==> config.mk <==
export PLATFORM = sky130hd
export DESIGN_NAME = fetch_sequencer
export DESIGN_NICKNAME = d
export VERILOG_FILES = /design/src/rtl/fetch_sequencer.sv
export SDC_FILE = /design/constraint.sdc
export NUM_CORES = 1
export LEC_CHECK = 0
export BUFFER_PORTS_ARGS = -buffer_cell sky130_fd_sc_hd__buf_2
export CAP_MARGIN = 0
export CORE_AREA = 4 4 103 105
export DETAILED_ROUTE_END_ITERATION = 8
export DIE_AREA = 0 0 107 109
export GPL_TIMING_DRIVEN = 0
export PLACE_DENSITY = 0.66
export REMOVE_ABC_BUFFERS = 1
export SLEW_MARGIN = 20
export SYNTH_ARGS = -nofsm -noshare
export SYNTH_HDL_FRONTEND = slang
export SYNTH_SLANG_ARGS = --single-unit
==> constraint.sdc <==
create_clock -name clk -period 2.5 [get_ports clk]
set_input_delay 0.5 -clock clk [delete_from_list [all_inputs] [get_ports clk]]
set_output_delay 0.5 -clock clk [all_outputs]
set_load 0.005 [all_outputs]
==> src/rtl/fetch_sequencer.sv <==
`default_nettype none
// ============================================================================
// Module      : fetch_sequencer
// Description : Control FSM for the fetch stage. Sequences boot, normal
//               fetch, hazard stalls, branch redirects with a wrong-path
//               squash window and HALT detection, and keeps saturating
//               stall/redirect performance counters.
// Revision    : 1.0 - initial release
// ============================================================================
module fetch_sequencer #(
    parameter int                INSTR_WIDTH  = 32,
    parameter int                OPCODE_W     = 5,
    parameter logic [OPCODE_W-1:0] HALT_OPCODE = 5'h1F,
    parameter int                BOOT_CYCLES  = 4,
    parameter int                FLUSH_CYCLES = 2,
    parameter int                CNT_W        = 16
) (
    input  logic                   clk,
    input  logic                   rst,
    input  logic                   start,
    input  logic                   stall_req,
    input  logic                   branch_req,
    input  logic [INSTR_WIDTH-1:0] branch_target,
    input  logic                   instr_valid,
    input  logic [INSTR_WIDTH-1:0] instr_in,
    output logic                   fetch_en,
    output logic                   isBranchTaken,
    output logic [INSTR_WIDTH-1:0] branchPC,
    output logic                   squash,
    output logic                   halted,
    output logic                   busy,
    output logic [CNT_W-1:0]       stall_count,
    output logic [CNT_W-1:0]       flush_count
);

    // One down-counter serves both the boot delay and the squash window,
    // so it is sized for whichever reload value is larger.
    localparam int c_CNT_MAX = (BOOT_CYCLES > FLUSH_CYCLES) ? (BOOT_CYCLES - 1)
                                                            : (FLUSH_CYCLES - 1);
    localparam int c_CNT_W   = (c_CNT_MAX > 1) ? $clog2(c_CNT_MAX + 1) : 1;
    localparam logic [c_CNT_W-1:0] c_BOOT_LOAD  = c_CNT_W'(BOOT_CYCLES - 1);
    localparam logic [c_CNT_W-1:0] c_FLUSH_LOAD = c_CNT_W'(FLUSH_CYCLES - 1);

    typedef enum logic [2:0] {
        S_IDLE  = 3'd0,
        S_BOOT  = 3'd1,
        S_RUN   = 3'd2,
        S_STALL = 3'd3,
        S_FLUSH = 3'd4,
        S_HALT  = 3'd5
    } state_t;

    state_t                 r_state;
    logic [c_CNT_W-1:0]     r_cnt;
    logic                   r_fetch_en;
    logic                   r_is_branch;
    logic [INSTR_WIDTH-1:0] r_branch_pc;
    logic                   r_squash;
    logic                   r_halted;
    logic                   r_busy;
    logic [CNT_W-1:0]       r_stall_count;
    logic [CNT_W-1:0]       r_flush_count;

    logic [OPCODE_W-1:0]    w_opcode;
    logic                   w_is_halt;

    // HALT is recognised only on a genuinely fetched instruction.
    assign w_opcode  = instr_in[INSTR_WIDTH-1 -: OPCODE_W];
    assign w_is_halt = instr_valid && (w_opcode == HALT_OPCODE);

    // Counters stick at all-ones instead of wrapping.
    function automatic logic [CNT_W-1:0] sat_inc(input logic [CNT_W-1:0] v);
        return (&v) ? v : v + 1'b1;
    endfunction

    // Sequencer state machine; every output is a register updated here.
    always_ff @(posedge clk) begin
        if (!rst) begin
            r_state       <= S_IDLE;
            r_cnt         <= '0;
            r_fetch_en    <= 1'b0;
            r_is_branch   <= 1'b0;
            r_branch_pc   <= '0;
            r_squash      <= 1'b0;
            r_halted      <= 1'b0;
            r_busy        <= 1'b0;
            r_stall_count <= '0;
            r_flush_count <= '0;
        end else begin
            // The redirect pulse lasts a single cycle.
            r_is_branch <= 1'b0;
            case (r_state)
                S_IDLE, S_HALT: begin
                    if (start) begin
                        r_cnt         <= c_BOOT_LOAD;
                        r_stall_count <= '0;
                        r_flush_count <= '0;
                        r_halted      <= 1'b0;
                        r_busy        <= 1'b1;
                        r_fetch_en    <= 1'b0;
                        r_state       <= S_BOOT;
                    end
                end
                S_BOOT: begin
                    if (r_cnt != '0) begin
                        r_cnt <= r_cnt - 1'b1;
                    end else begin
                        r_fetch_en <= 1'b1;
                        r_state    <= S_RUN;
                    end
                end
                S_RUN: begin
                    if (branch_req) begin
                        r_is_branch   <= 1'b1;
                        r_branch_pc   <= branch_target;
                        r_squash      <= 1'b1;
                        r_cnt         <= c_FLUSH_LOAD;
                        r_flush_count <= sat_inc(r_flush_count);
                        r_state       <= S_FLUSH;
                    end else if (w_is_halt) begin
                        r_fetch_en <= 1'b0;
                        r_halted   <= 1'b1;
                        r_busy     <= 1'b0;
                        r_state    <= S_HALT;
                    end else if (stall_req) begin
                        r_fetch_en    <= 1'b0;
                        r_stall_count <= sat_inc(r_stall_count);
                        r_state       <= S_STALL;
                    end
                end
                S_STALL: begin
                    if (branch_req) begin
                        r_fetch_en    <= 1'b1;
                        r_is_branch   <= 1'b1;
                        r_branch_pc   <= branch_target;
                        r_squash      <= 1'b1;
                        r_cnt         <= c_FLUSH_LOAD;
                        r_flush_count <= sat_inc(r_flush_count);
                        r_state       <= S_FLUSH;
                    end else if (stall_req) begin
                        r_stall_count <= sat_inc(r_stall_count);
                    end else begin
                        r_fetch_en <= 1'b1;
                        r_state    <= S_RUN;
                    end
                end
                S_FLUSH: begin
                    // Everything seen here is wrong-path and is ignored.
                    if (r_cnt != '0) begin
                        r_cnt <= r_cnt - 1'b1;
                    end else begin
                        r_squash <= 1'b0;
                        r_state  <= S_RUN;
                    end
                end
                default: begin
                    r_fetch_en <= 1'b0;
                    r_squash   <= 1'b0;
                    r_busy     <= 1'b0;
                    r_state    <= S_IDLE;
                end
            endcase
        end
    end

    assign fetch_en      = r_fetch_en;
    assign isBranchTaken = r_is_branch;
    assign branchPC      = r_branch_pc;
    assign squash        = r_squash;
    assign halted        = r_halted;
    assign busy          = r_busy;
    assign stall_count   = r_stall_count;
    assign flush_count   = r_flush_count;

endmodule
`default_nettype wire

==> run summary, run 1 <==
Max Clock Skew = 11.8 ps
Final GP Congestion = 0.829
YS warnings = 0
Clock Tree Root = clkbuf_8
hold depth = 3
final std cells w/o fill = 696
Chip Width = 107 µm
H-tree Lvls = 3
Final Cycle Share = 0.919
crit path DAT = 2550 ps
Synth Flop Type = dfxtp_1
die area = 0.0117 mm²
cell family with most CP delay = simple AND/OR/NAND/NOR gates
vias in the first global route = 3,422
placed cell area = 0.00423 mm²
layout cells sized above 1 = 0.263
clk sinks = 74
total grt overflow = 0
critical path, cell by cell = and2b_2, o211ai_1, buf_4, or4_1, a31oi_1
Syn Area/Cell = 7.89 µm²
Initial Utilization = 0.376
Netlist cell types = 59
WHS Endpoint = branchPC[2]
DRT antenna net count = 0
Vias = 3,798
final setup fails = 0
Switching Power = 0.00116 W
Hold Startpoint = branch_target[2]
Final Core Density = 0.463
EDFF count, synth = 0
drt total wl = 10,000 µm
die height = 109 µm
switching fraction of total power = 0.349
Design Area, Final = 0.00446 mm²
Critical Path End Type = flip-flop
latest clock arrival within the worst-skew pair = 340 ps
critical path's slowest cell = dfxtp_2
n_diodes = 0
clk slew on worst S/H paths = 80 ps
post-synthesis sequential area ratio = 0.408
Comb pwr share = 0.277
final hold violations = 0
clk buf depth = 2
Buf+Inv Stages, Crit Path = 1
r2r setup slk = 200 ps
all-layer global routing usage = 0.166
FF-to-FF End = stall_count[3]
row count = 36
hpwl dp = 6730 µm
number of vias per cell = 5.46
RSZ-0062 raised after global routing = false
Period minus WS final = 2300 ps
WL/cell = 14.4 µm
CTS tree = yes
1st-pass router iterations = 7
Post-Syn Instances = 460
CP Launch Point = r_state[1]
r2r startpoint = r_state[1]
# DRC = 0
Worst Max-Slew Pin Slew = 921 ps
Post-Synthesis Cell Area = 0.00363 mm²
Internal Pwr Total = 0.00216 W
Static Leakage = 1.74 nW
worst-path maximum fanout = 26
required time worst endpoint = 2750 ps
Max-cap violations = 0
Cells after DPL = 677
core footprint = 0.00964 mm²
iteration-0 DRC count of the detailed router = 244
Layout Nets = 631
Async S/R FF share, synth = 0
CP peak stage delay = 630 ps
initial antenna violation count = 0
register bit total from synthesis = 74
Reg power frac = 0.438
Hold-fix buffers, CTS = 0
first-pass GRT wire length = 15,900 µm
Clock power frac = 0.286
FF-to-FF path depth = 5
Synth-to-Final Area Change = 23.0%
Power Dens Cells = 744 mW/mm²
Setup CP Type = flip-flop to flip-flop
Slew Viols, Final = 0
largest net degree at the start of global routing = 54
slew margin rel. = 0.385
Critical Path Source Type = flip-flop
FMAX = 435 MHz
I/O Buffers = 111
status = complete, no violations
CTS Buf Count = 9
Min-Delay Path Class = primary input to flip-flop
TNS Setup = 0 ps
Worst VDD drop = 0.385 mV
Ports = 139
==> cell families (layout without fill, tap and decap cells) <==
logic type / count (synthesis) / after routing / share of synthesized area
AND/OR/NAND/NOR: 202 / 203 / 0.278
AO/OA/AOI/OAI: 136 / 136 / 0.237
flip-flops: 74 / 74 / 0.408
buffers and inverters: 37 / 139 / 0.0455
XOR/XNOR: 5 / 5 / 0.0121
adder cells (fa/ha/maj): 3 / 3 / 0.0103
multiplexers: 3 / 3 / 0.00828
==> metrics by stage <==
stage | hold slack, ps | power (W) | setup WS, ps
detailed placement | 444 | 0.00236 | -580
finish | 387 | 0.00332 | 203
global route | 365 | 0.00354 | 49.2
floorplan | 452 | 0.00203 | -136
CTS | 368 | 0.00333 | 39.8
global placement | 439 | 0.00234 | -1110
==> worst max path at each step <==
stage	slack, ps	cells after the start	end
4_1_cts	40	5	flush_count[6]
3_3_place_gp	-1110	5	r_cnt[1]
3_5_place_dp	-580	5	stall_count[0]
6_report	200	5	stall_count[3]
2_1_floorplan	-140	5	r_cnt[1]
5_1_grt	50	4	branchPC[16]
==> sequential cells by signal (all words and copies together) (netlist names) <==
register       flops
branchPC          32
r_cnt              2
halted             1
flush_count       16
isBranchTaken      1
fetch_en           1
squash             1
r_state            3
busy               1
stall_count       16
==> layout make-up <==
class	instances	area, µm²
Clock inverter	6	65.1
Sequential cell	74	1490
Timing Repair Buffer	113	571
Tap cell	133	166
Multi-Input combinational cell	350	2000
Inverter	10	37.5
Fill cell	1018	5180
Clock buffer	10	138
==> synth_stat cells (all sizes together), types with 2 or more instances <==
cell type  count  area (µm²)
a311oi         3        32.5
nand2         90         338
nand3b         2        15.0
a21oi         63         327
a211oi         2        15.0
nor3           9        45.0
and4           6        52.6
o21a           4        30.0
nor2b          3        18.8
o31a           3        26.3
nor2          24        90.1
and2           2        12.5
o21ai         25         125
mux2i          3        30.0
nand2b         2        12.5
dfxtp         74        1480
inv           10        37.5
or4           10        75.1
nand4         13        81.3
buf            6        48.8
o41ai          2        17.5
or2            2        12.5
xnor2          4        35.0
o31ai          5        37.5
or3            7        43.8
and3           3        18.8
o221ai         2        23.8
o211a          3        30.0
nand4b         2        17.5
nand3         15        75.1
nor4           8        65.1
ha             3        37.5
a31oi          5        31.3
clkbuf        21        78.8
o311ai         2        17.5
o211ai         5        37.5
a41oi          2        17.5
==> power groups by stage <==
stage / combinational (W) / clock (W) / sequential, W
finish: 0.000919 / 0.000949 / 0.00145
global route: 0.00104 / 0.00103 / 0.00147
CTS: 0.000904 / 0.000986 / 0.00144
detailed placement: 0.000892 / 0 / 0.00147
global placement: 0.000871 / 0 / 0.00147
floorplan: 0.000577 / 0 / 0.00145
==> layer usage <==
layer,wire [µm],vias to the layer above,part of all wire,global-route usage
met5,0,-,0,0
met4,74,0,0.0074,0.0393
met3,690,12,0.069,0.0355
met2,4520,141,0.45,0.271
met1,4750,1759,0.47,0.224
li1,-,1886,-,-
==> layout by cell type (no fill, tap or decap), types with 3 or more instances in the layout <==
cell | netlist | final
dfxtp_1 | 74 | 71
or4_1 | 10 | 10
and4_1 | 6 | 6
and3_1 | 3 | 3
ha_1 | 3 | 3
nor3_1 | 9 | 9
o31a_1 | 3 | 3
inv_1 | 9 | 9
o21a_1 | 4 | 4
clkbuf_8 | 0 | 10
nor4_1 | 7 | 7
o211a_1 | 3 | 3
o21ai_0 | 24 | 23
a31oi_1 | 5 | 5
nand4_1 | 13 | 13
mux2i_1 | 3 | 3
o31ai_1 | 5 | 5
nand3_1 | 15 | 15
buf_2 | 3 | 111
or3_1 | 7 | 7
nand2_1 | 90 | 89
o211ai_1 | 5 | 5
dfxtp_2 | 0 | 3
a21oi_1 | 62 | 62
nor2_1 | 24 | 23
xnor2_1 | 4 | 4
==> timing repair <==
item	4_1_cts	5_1_grt
cloned	0	1
resized for setup	3	3
pin swaps	1	1
buffers inserted	2	0
hold endpoints to repair	0	0
endpoints found under the setup margin	55	30
==> worst register-to-register path, delay by kind of cell, from the launching register on <==
family / cells / cell delay (ps)
compound gates: 2 / 420
buf+inv: 1 / 240
flops: 1 / 630
simple gates: 2 / 930
Note: power is estimated with default switching activity, not from simulation.
==> inputs of run 2 (changes only) <==
==> constraint.sdc (replaced) <==
create_clock -name clk -period 3 [get_ports clk]
set_input_delay 0.6 -clock clk [delete_from_list [all_inputs] [get_ports clk]]
set_output_delay 0.6 -clock clk [all_outputs]
set_load 0.005 [all_outputs]
==> run 2 against run 1 <==
Effect of this change:
- via count shrank 2.2%
- clock skew is 1.2 ps higher
- wire length is 3.7% lower
- critical path depth unchanged
- total power decreased by 17%
- non-clock buffer count shrank 1
- final cell count decreased by 0.29%
- worst hold slack better by 68 ps
- flip-flop and latch count did not move
- critical endpoint is now stall_count[1]
- largest cell class unchanged
==> run summary, run 2 (synthesis results as in run 1) <==
status = complete, no violations (unchanged)
clk buf depth = 2 (unchanged)
Power Dens Cells = 618 mW/mm² (was 744 mW/mm²)
FMAX = 371 MHz (was 435 MHz)
max reg flops = 32 (unchanged)
Initial Utilization = 0.376 (unchanged)
n_diodes = 0 (unchanged)
Chip Width = 107 µm (unchanged)
row count = 36 (unchanged)
Final GP Congestion = 0.829 (unchanged)
WL/cell = 13.9 µm (was 14.4 µm)
vias in the first global route = 3,413 (was 3,422)
Static Leakage = 1.74 nW (about the same)
final hold violations = 0 (unchanged)
total grt overflow = 0 (unchanged)
Period minus WS final = 2700 ps (was 2300 ps)
r2r startpoint = r_state[2] (was r_state[1])
latest clock arrival within the worst-skew pair = 340 ps (about the same)
number of vias per cell = 5.35 (was 5.46)
all-layer global routing usage = 0.165 (was 0.166)
WHS Endpoint = branchPC[18] (was branchPC[2])
# DRC = 0 (unchanged)
clk sinks = 74 (unchanged)
clk slew on worst S/H paths = 80 ps (about the same)
Max-cap violations = 0 (unchanged)
Worst Max-Slew Pin Slew = 932 ps (was 921 ps)
Hold Startpoint = branchPC[18] (was branch_target[2])
core footprint = 0.00964 mm² (unchanged)
Critical Path Source Type = flip-flop (unchanged)
hold depth = 2 (was 3)
layout cells sized above 1 = 0.253 (was 0.263)
DRT antenna net count = 0 (unchanged)
r2r setup slk = 300 ps (was 200 ps)
H-tree Lvls = 3 (unchanged)
Vias = 3,715 (was 3,798)
Critical Path End Type = flip-flop (unchanged)
Worst VDD drop = 0.327 mV (was 0.385 mV)
crit path DAT = 2950 ps (was 2550 ps)
FF-to-FF path depth = 5 (unchanged)
Ports = 139 (unchanged)
hpwl dp = 6730 µm (unchanged)
slew margin rel. = 0.378 (was 0.385)
pre-CTS setup slack = -80.2 ps (was -580 ps)
drt total wl = 9670 µm (was 10,000 µm)
most frequent cells in the layout = buf_2, nand2_1, dfxtp_1 (unchanged)
die height = 109 µm (unchanged)
Clock Tree Root = clkbuf_8 (unchanged)
I/O Buffers = 111 (unchanged)
Final Power = 0.00274 W (was 0.00332 W)
required time worst endpoint = 3250 ps (was 2750 ps)
critical path, cell by cell = and2b_1, o211ai_1, nor2b_1, o21ai_0, a21oi_1 (was and2b_2, o211ai_1, buf_4, or4_1, a31oi_1)
initial antenna violation count = 0 (unchanged)
commonest non-fill, non-tap cell in the layout = buf_2 (unchanged)
die area = 0.0117 mm² (unchanged)
iteration-0 DRC count of the detailed router = 234 (was 244)
CTS Buf Count = 9 (unchanged)
FF-to-FF End = stall_count[1] (was stall_count[3])
RSZ-0062 raised after global routing = false (unchanged)
Synth-to-Final Area Change = 22.5% (was 23.0%)
CP peak stage delay = 770 ps (was 630 ps)
Min-Delay Path Class = flip-flop to flip-flop (was primary input to flip-flop)
setup bufs post-CTS = 0 (was 2)
first-pass GRT wire length = 15,900 µm (about the same)
Setup CP Type = flip-flop to flip-flop (unchanged)
1st-pass router iterations = 4 (was 7)
largest net degree at the start of global routing = 54 (unchanged)
final setup fails = 0 (unchanged)
Slew Viols, Final = 0 (unchanged)
Layout Nets = 629 (was 631)
final worst slack = 304 ps (was 203 ps)
CTS tree = yes (unchanged)
worst-path maximum fanout = 20 (was 26)
critical path's slowest cell = dfxtp_1 (was dfxtp_2)
Max Clock Skew = 12.9 ps (was 11.8 ps)
Final Cycle Share = 0.899 (was 0.919)
## run 2: final cells by class
| type | count | area, µm² |
|---|---|---|
| fill | 1013 | 5200 |
| multi-input combinational | 349 | 1990 |
| sequential | 74 | 1480 |
| timing repair buffer | 112 | 563 |
| tap | 133 | 166 |
| clock buffer | 10 | 138 |
| clock inverter | 6 | 65.1 |
| inverter | 10 | 37.5 |
## run 2: how the worst max path moves through the flow
| stage | startpoint | endpoint | slack (ps) | cells after the start |
|---|---|---|---|---|
| after global placement | r_state[1] | r_cnt[1] | -610 | 5 |
| after CTS | r_state[2] | stall_count[1] | 80 | 5 |
| after detailed placement | r_state[1] | stall_count[0] | -80 | 5 |
| after global routing | r_state[2] | stall_count[14] | 70 | 5 |
| final | r_state[2] | stall_count[1] | 300 | 5 |
| after floorplan | r_state[1] | r_cnt[1] | 360 | 5 |
## run 2: metrics by stage
stage / hold slack (ps) / utilization / instances / cell area (µm²) / setup TNS (ps)
after floorplan: 452 / - / 433 / 3500 / 0
after global placement: 439 / 0.438 / 677 / 4220 / -13970
after detailed placement: 444 / 0.439 / 677 / 4230 / -213
after CTS: 456 / 0.460 / 693 / 4430 / 0
after global routing: 465 / 0.461 / 694 / 4440 / 0
final: 455 / 0.461 / 694 / 4440 / 0
## run 2: worst max-delay path: cells and delay by family, from the launching register on
| family | cells | cell delay [ps] |
|---|---|---|
| AO/OA/AOI/OAI | 3 | 730 |
| flip-flops | 1 | 770 |
| AND/OR/NAND/NOR | 2 | 1110 |
## run 2: layer usage
metal | share of wire | vias up | GRT usage | wire (µm)
li1 | - | 1880 | - | -
met1 | 0.49 | 1736 | 0.224 | 4720
met2 | 0.46 | 95 | 0.270 | 4420
met3 | 0.050 | 4 | 0.0355 | 484
met4 | 0.0038 | 0 | 0.0393 | 37
met5 | 0 | - | 0 | 0
## run 2: power breakdown
group	internal (W)	switching (W)
registers	0.00109	0.000121
logic	0.000297	0.000451
clock network	0.000409	0.000380
## run 2: what timing repair did
action / in CTS / in global routing
gates resized for setup: 1 / 0
setup endpoints to repair: 4 / 0
hold buffers: 0 / 0
